**config.mk**
```make
export PLATFORM = sky130hd
export DESIGN_NAME = lsu_rmw
export DESIGN_NICKNAME = d
export VERILOG_FILES = /design/src/rtl/lsu_rmw.sv
export SDC_FILE = /design/constraint.sdc
export NUM_CORES = 1
export LEC_CHECK = 0
export CORE_MARGIN = 3
export CORE_UTILIZATION = 35
export DETAILED_ROUTE_END_ITERATION = 10
export MAX_ROUTING_LAYER = met4
export SETUP_SLACK_MARGIN = 0.05
export SLEW_MARGIN = 40
export SYNTH_ARGS = -nofsm -noshare
export SYNTH_HDL_FRONTEND = slang
export SYNTH_SLANG_ARGS = --single-unit
```
**constraint.sdc**
```tcl
create_clock -name i_clk -period 6.77 [get_ports i_clk]
set_clock_uncertainty 0.15 [all_clocks]
set_input_delay 1.0155 -clock i_clk [delete_from_list [all_inputs] [get_ports i_clk]]
set_output_delay 1.0155 -clock i_clk [all_outputs]
set_load 0.01 [all_outputs]
```
**src/rtl/lsu_rmw.sv**
```systemverilog
// Load/store unit in front of a word-only data memory: aligns loads and turns byte/half stores into read-modify-write.
// Optional performance counters are compiled in with LSU_PERF_CNT_EN.
module lsu_rmw #(
  parameter logic [31:0] MEM_BASE       = 32'h0000_0000,
  parameter int unsigned MEM_SIZE_BYTES = 1024
) (
  input  logic        i_clk,
  input  logic        i_rst_n,
  input  logic        i_req_valid,
  output logic        o_req_ready,
  input  logic        i_req_we,
  input  logic [2:0]  i_funct3,
  input  logic [31:0] i_addr,
  input  logic [31:0] i_wdata,
  output logic        o_rsp_valid,
  output logic        o_rsp_err,
  output logic [31:0] o_rsp_rdata,
  output logic        o_mem_we,
  output logic [31:0] o_mem_addr,
  output logic [31:0] o_mem_wdata,
`ifdef LSU_PERF_CNT_EN
  output logic [31:0] o_cnt_load,
  output logic [31:0] o_cnt_store,
  output logic [31:0] o_cnt_err,
`endif
  input  logic [31:0] i_mem_rdata
);

  typedef enum logic [2:0] {
    S_IDLE, S_ERR, S_SETUP, S_LOAD, S_ST_W, S_RMW_RD, S_RMW_WR
  } state_e;

  state_e      state_q, state_d;
  logic        we_q, we_d;
  logic [2:0]  funct3_q, funct3_d;
  logic [31:0] addr_q, addr_d;
  logic [31:0] wdata_q, wdata_d;
  logic        rsp_valid_q, rsp_valid_d;
  logic        rsp_err_q, rsp_err_d;
  logic [31:0] rsp_rdata_q, rsp_rdata_d;
  logic [31:0] mem_addr_q, mem_addr_d;
  logic [31:0] mem_wdata_q, mem_wdata_d;

  function automatic logic req_bad(input logic we, input logic [2:0] f3, input logic [31:0] a);
    logic        illegal;
    logic        misaligned;
    logic        out_of_range;
    logic [32:0] limit;
    limit        = {1'b0, MEM_BASE} + 33'(MEM_SIZE_BYTES);
    illegal      = we ? (f3 > 3'b010)
                      : !(f3 inside {3'b000, 3'b001, 3'b010, 3'b100, 3'b101});
    misaligned   = ((f3[1:0] == 2'b01) && a[0]) || ((f3[1:0] == 2'b10) && (a[1:0] != 2'b00));
    out_of_range = (a < MEM_BASE) || ({1'b0, a} >= limit);
    return illegal || misaligned || out_of_range;
  endfunction

  function automatic logic [31:0] load_extend(input logic [2:0] f3, input logic [1:0] off,
                                              input logic [31:0] word);
    logic [7:0]  b;
    logic [15:0] h;
    logic [31:0] r;
    b = word[{off, 3'b000} +: 8];
    h = word[{off[1], 4'b0000} +: 16];
    case (f3)
      3'b000:  r = {{24{b[7]}}, b};
      3'b100:  r = {24'h0, b};
      3'b001:  r = {{16{h[15]}}, h};
      3'b101:  r = {16'h0, h};
      default: r = word;
    endcase
    return r;
  endfunction

  function automatic logic [31:0] merge_lanes(input logic [2:0] f3, input logic [1:0] off,
                                              input logic [31:0] old, input logic [31:0] wd);
    logic [31:0] m;
    m = old;
    if (f3[1:0] == 2'b00) m[{off, 3'b000} +: 8] = wd[7:0];
    else                  m[{off[1], 4'b0000} +: 16] = wd[15:0];
    return m;
  endfunction

  always_comb begin
    state_d     = state_q;
    we_d        = we_q;
    funct3_d    = funct3_q;
    addr_d      = addr_q;
    wdata_d     = wdata_q;
    rsp_valid_d = 1'b0;
    rsp_err_d   = 1'b0;
    rsp_rdata_d = rsp_rdata_q;
    mem_addr_d  = mem_addr_q;
    mem_wdata_d = mem_wdata_q;
    case (state_q)
      S_IDLE: begin
        if (i_req_valid) begin
          we_d     = i_req_we;
          funct3_d = i_funct3;
          addr_d   = i_addr;
          wdata_d  = i_wdata;
          state_d  = req_bad(i_req_we, i_funct3, i_addr) ? S_ERR : S_SETUP;
        end
      end
      S_ERR: begin
        rsp_valid_d = 1'b1;
        rsp_err_d   = 1'b1;
        rsp_rdata_d = 32'h0;
        state_d     = S_IDLE;
      end
      // Address (and full-word store data) are registered here so MEM sees only flop outputs.
      S_SETUP: begin
        mem_addr_d = {addr_q[31:2], 2'b00};
        if (!we_q) begin
          state_d = S_LOAD;
        end else if (funct3_q == 3'b010) begin
          mem_wdata_d = wdata_q;
          state_d     = S_ST_W;
        end else begin
          state_d = S_RMW_RD;
        end
      end
      S_LOAD: begin
        rsp_valid_d = 1'b1;
        rsp_rdata_d = load_extend(funct3_q, addr_q[1:0], i_mem_rdata);
        state_d     = S_IDLE;
      end
      S_RMW_RD: begin
        mem_wdata_d = merge_lanes(funct3_q, addr_q[1:0], i_mem_rdata, wdata_q);
        state_d     = S_RMW_WR;
      end
      S_ST_W, S_RMW_WR: begin
        rsp_valid_d = 1'b1;
        rsp_rdata_d = 32'h0;
        state_d     = S_IDLE;
      end
      default: state_d = S_IDLE;
    endcase
  end

  always_ff @(posedge i_clk or negedge i_rst_n) begin
    if (!i_rst_n) begin
      state_q     <= S_IDLE;
      we_q        <= 1'b0;
      funct3_q    <= 3'b000;
      addr_q      <= 32'h0;
      wdata_q     <= 32'h0;
      rsp_valid_q <= 1'b0;
      rsp_err_q   <= 1'b0;
      rsp_rdata_q <= 32'h0;
      mem_addr_q  <= 32'h0;
      mem_wdata_q <= 32'h0;
    end else begin
      state_q     <= state_d;
      we_q        <= we_d;
      funct3_q    <= funct3_d;
      addr_q      <= addr_d;
      wdata_q     <= wdata_d;
      rsp_valid_q <= rsp_valid_d;
      rsp_err_q   <= rsp_err_d;
      rsp_rdata_q <= rsp_rdata_d;
      mem_addr_q  <= mem_addr_d;
      mem_wdata_q <= mem_wdata_d;
    end
  end

  assign o_req_ready = (state_q == S_IDLE);
  assign o_rsp_valid = rsp_valid_q;
  assign o_rsp_err   = rsp_err_q;
  assign o_rsp_rdata = rsp_rdata_q;
  assign o_mem_we    = (state_q == S_ST_W) || (state_q == S_RMW_WR);
  assign o_mem_addr  = mem_addr_q;
  assign o_mem_wdata = mem_wdata_q;

`ifdef LSU_PERF_CNT_EN
  logic [31:0] cnt_load_q, cnt_store_q, cnt_err_q;

  // Each counter steps on the same edge that raises the matching response pulse.
  always_ff @(posedge i_clk or negedge i_rst_n) begin
    if (!i_rst_n) begin
      cnt_load_q  <= 32'h0;
      cnt_store_q <= 32'h0;
      cnt_err_q   <= 32'h0;
    end else begin
      if (state_q == S_LOAD) cnt_load_q <= cnt_load_q + 32'd1;
      if ((state_q == S_ST_W) || (state_q == S_RMW_WR)) cnt_store_q <= cnt_store_q + 32'd1;
      if (state_q == S_ERR) cnt_err_q <= cnt_err_q + 32'd1;
    end
  end

  assign o_cnt_load  = cnt_load_q;
  assign o_cnt_store = cnt_store_q;
  assign o_cnt_err   = cnt_err_q;
`endif

endmodule

```
==> impl_metrics.toml <==
[min_path]
hp-start = "o_rsp_rdata[14]"
min_path_type = "flip-flop to flip-flop"

[critical_path]
crit_chain = "nor3_1 -> clkdlybuf4s50_1"
worstPathArrival_ns = 2.07
crit_type = "flip-flop to primary output"
cpPeakStageDelay_ns = 0.66
ff2ff_setup_slack_ns = 3.95
timing.rr.start = "state_q[0]"
required_ns = 5.60
start_kind = "flip-flop"
crit_fanout = 8
cp-startpoint = "state_q[0]"
cp-end-kind = "primary output"
critPathSlowestCell = "clkdlybuf4s50_1"

[cts]
cts_tree = "done"
cts_inserted_buffers = 17
clk_pin_slew_ns = 0.06
cts_max_path_buffers = 2
insertion_delay_ns = 0.42
clockRootBuffer = "clkbuf_16"
cts_setup_buffers = 0
htreeDepth = 4
cts_hold_buffers = 0
cts_resized = 0
clock_sinks = 167

[power_and_ir_drop]
irDropWorstVdd_v = 0.000174
power.density_nw_per_um2 = 249
p_leak_uw = 0.00476
power_uw = 2600

[synth]
synth_area_um2 = 7650
synth_cell_type_count = 56
syn_area_per_cell_um2 = 9.89
yosysWarnings = 0
seq_area_frac_synth_pct = 54.6
synth_cells = 774
synth_top_area_share_pct = 54.6
synth.largest_area_cell = "dfrtp_1"
synth.area.top_cells = "dfrtp_1 55%, nand2_1 12%, mux2_2 5.9%, a221oi_1 2.9%, nor2_1 2.5%"
ys_seq_elements = 167

[sta]
fin_tns_setup_ns = 0
rsz0062_at_grt = "no"
max_freq_mhz = 309
slew_viol_final = 0
worst_slew_pin_slew_ns = 0.797
setup_viol = 0
relSlewSlack_pct = 46.7
period_share_pct = 47.8
finalHoldViolCount = 0
period_needed_ns = 3.23

[global_routing]
grt_pass1_wl_mm = 36.8
overflow = 0
antenna_found_initial = 0
first_global_vias = 6481
grt.total_usage_pct = 20.4
grt_max_degree = 70

[run]
cap_violations = 0

[placed_design]
gp_congestion = 0.884
hpwlAfterDp_mm = 17.0
port_buffers = 200

[routing]
antenna_left = 0
drc = 0
vias_per_cell = 5.18
drt_pre_antenna_iters = 5
drt-total-wl_mm = 23.7
vias = 6436
wl_per_cell_um = 19.0
drt_iter0_drc = 506

[floorplanning]
start_util_pct = 36.0
core_um2 = 21300
die_x_um = 154
core.rowCount = 53
io_pins = 203
die_height_um = 154
dieArea_um2 = 23700

[layout]
antennaDiodeCount = 0
drive_gt1_share_pct = 11.5
syn_to_final_growth_pct = 36.5
fin_nets = 1064

[run_status]
status = "completed"
-- through the flow --
stage	hold WS (ns)	instance area, µm²	std cells	setup WS [ns]	utilization, %
global placement	0.304	9840	1209	3.52	46.2
floorplan	0.292	7660	775	4.53	-
finish	0.319	10500	1243	3.54	49.1
CTS	0.325	10400	1241	3.53	49.0
detailed placement	0.309	9850	1209	3.50	46.3
global route	0.341	10500	1243	3.45	49.1
-- cells in the mapped netlist (all sizes together) --
master,count
nand2,236
dfrtp,167
nor2,52
mux2,40
o21ai,34
buf,30
a221oi,25
a21oi,23
clkbuf,20
nor4,17
a22oi,16
inv,16
mux2i,10
a211oi,9
a221o,9
o22ai,9
o221ai,7
ha,6
or3,6
nor3b,5
a32o,3
nor3,3
or2,3
or3b,3
a21o,2
and3,2
and3b,2
nand4,2
nor2b,2
o21a,2
a22o,1
a31o,1
and2,1
clkinv,1
conb,1
mux4,1
nand2b,1
nand3b,1
nand4bb,1
nor4b,1
nor4bb,1
o211ai,1
o21ba,1
-- cell type report --
| class | instances | area [µm²] |
|---|---|---|
| repair buffers | 211 | 2090 |
| clock buffers | 20 | 447 |
| multi-input cells | 541 | 3190 |
| flip-flops and latches | 167 | 4180 |
| inverters | 17 | 63.8 |
| fillers | 2063 | 10800 |
| well taps | 275 | 344 |
| clock inverters | 12 | 143 |
-- logic make-up after synthesis --
group	synth area share, %
and+or+nand+nor	19.0
buffers and inverters	4.09
adders and majority gates	0.981
muxes	7.49
DFF	54.6
other	0.0490
AOI/OAI and AO/OA	13.8
-- per-layer routing --
metal / GRT usage (%) / up-vias / wire length (µm)
met4: 3.95 / 0 / 350
met2: 30.3 / 234 / 10500
li1: - / 3049 / -
met3: 6.78 / 22 / 1990
met5: - / - / 0
met1: 27.6 / 3131 / 10800
-- worst max-delay path, delay by kind of cell, from the launching register on --
kind                   cells  cell delay, ns
buffers and inverters      1            0.66
AND/OR/NAND/NOR            1            0.55
flip-flops                 1            0.44
-- placed cells by master, fill, tap and decap left out, types with 9 or more instances in the layout --
cell / netlist / routed
nand2_1: 236 / 235
clkdlybuf4s50_1: 0 / 199
a221o_1: 9 / 9
a22oi_1: 16 / 16
dfrtp_1: 167 / 167
buf_4: 3 / 11
nor4_1: 16 / 16
a21oi_1: 23 / 23
o21ai_0: 32 / 32
mux2_2: 40 / 40
a221oi_1: 25 / 25
inv_1: 16 / 16
mux2i_1: 10 / 10
nor2_1: 52 / 52
clkbuf_16: 0 / 17
-- where the power goes --
group	internal [µW]	leakage (µW)	switching (µW)	total, µW
combinational	218	0.00238	231	450
sequential	1090	0.00210	77.9	1170
clock	560	0.000286	421	980
-- state kept, by name, indices dropped and copies added (netlist names) --
signal	flops
o_rsp_rdata	32
funct3_q	3
o_mem_wdata	32
addr_q	32
o_rsp_err	1
o_mem_addr	30
state_q	3
o_rsp_valid	1
wdata_q	32
we_q	1
-- worst paths after layout --
kind | cells after the start | end
worst max-delay path | 2 | o_req_ready
worst min-delay path | 2 | o_rsp_rdata[14]
worst max register to register | 4 | addr_q[30]
worst min register to register | 2 | o_rsp_rdata[14]
max in group asynchronous | 2 | o_mem_addr[25]
min in group asynchronous | 1 | o_rsp_valid
Note: power is estimated with default switching activity, not from simulation.
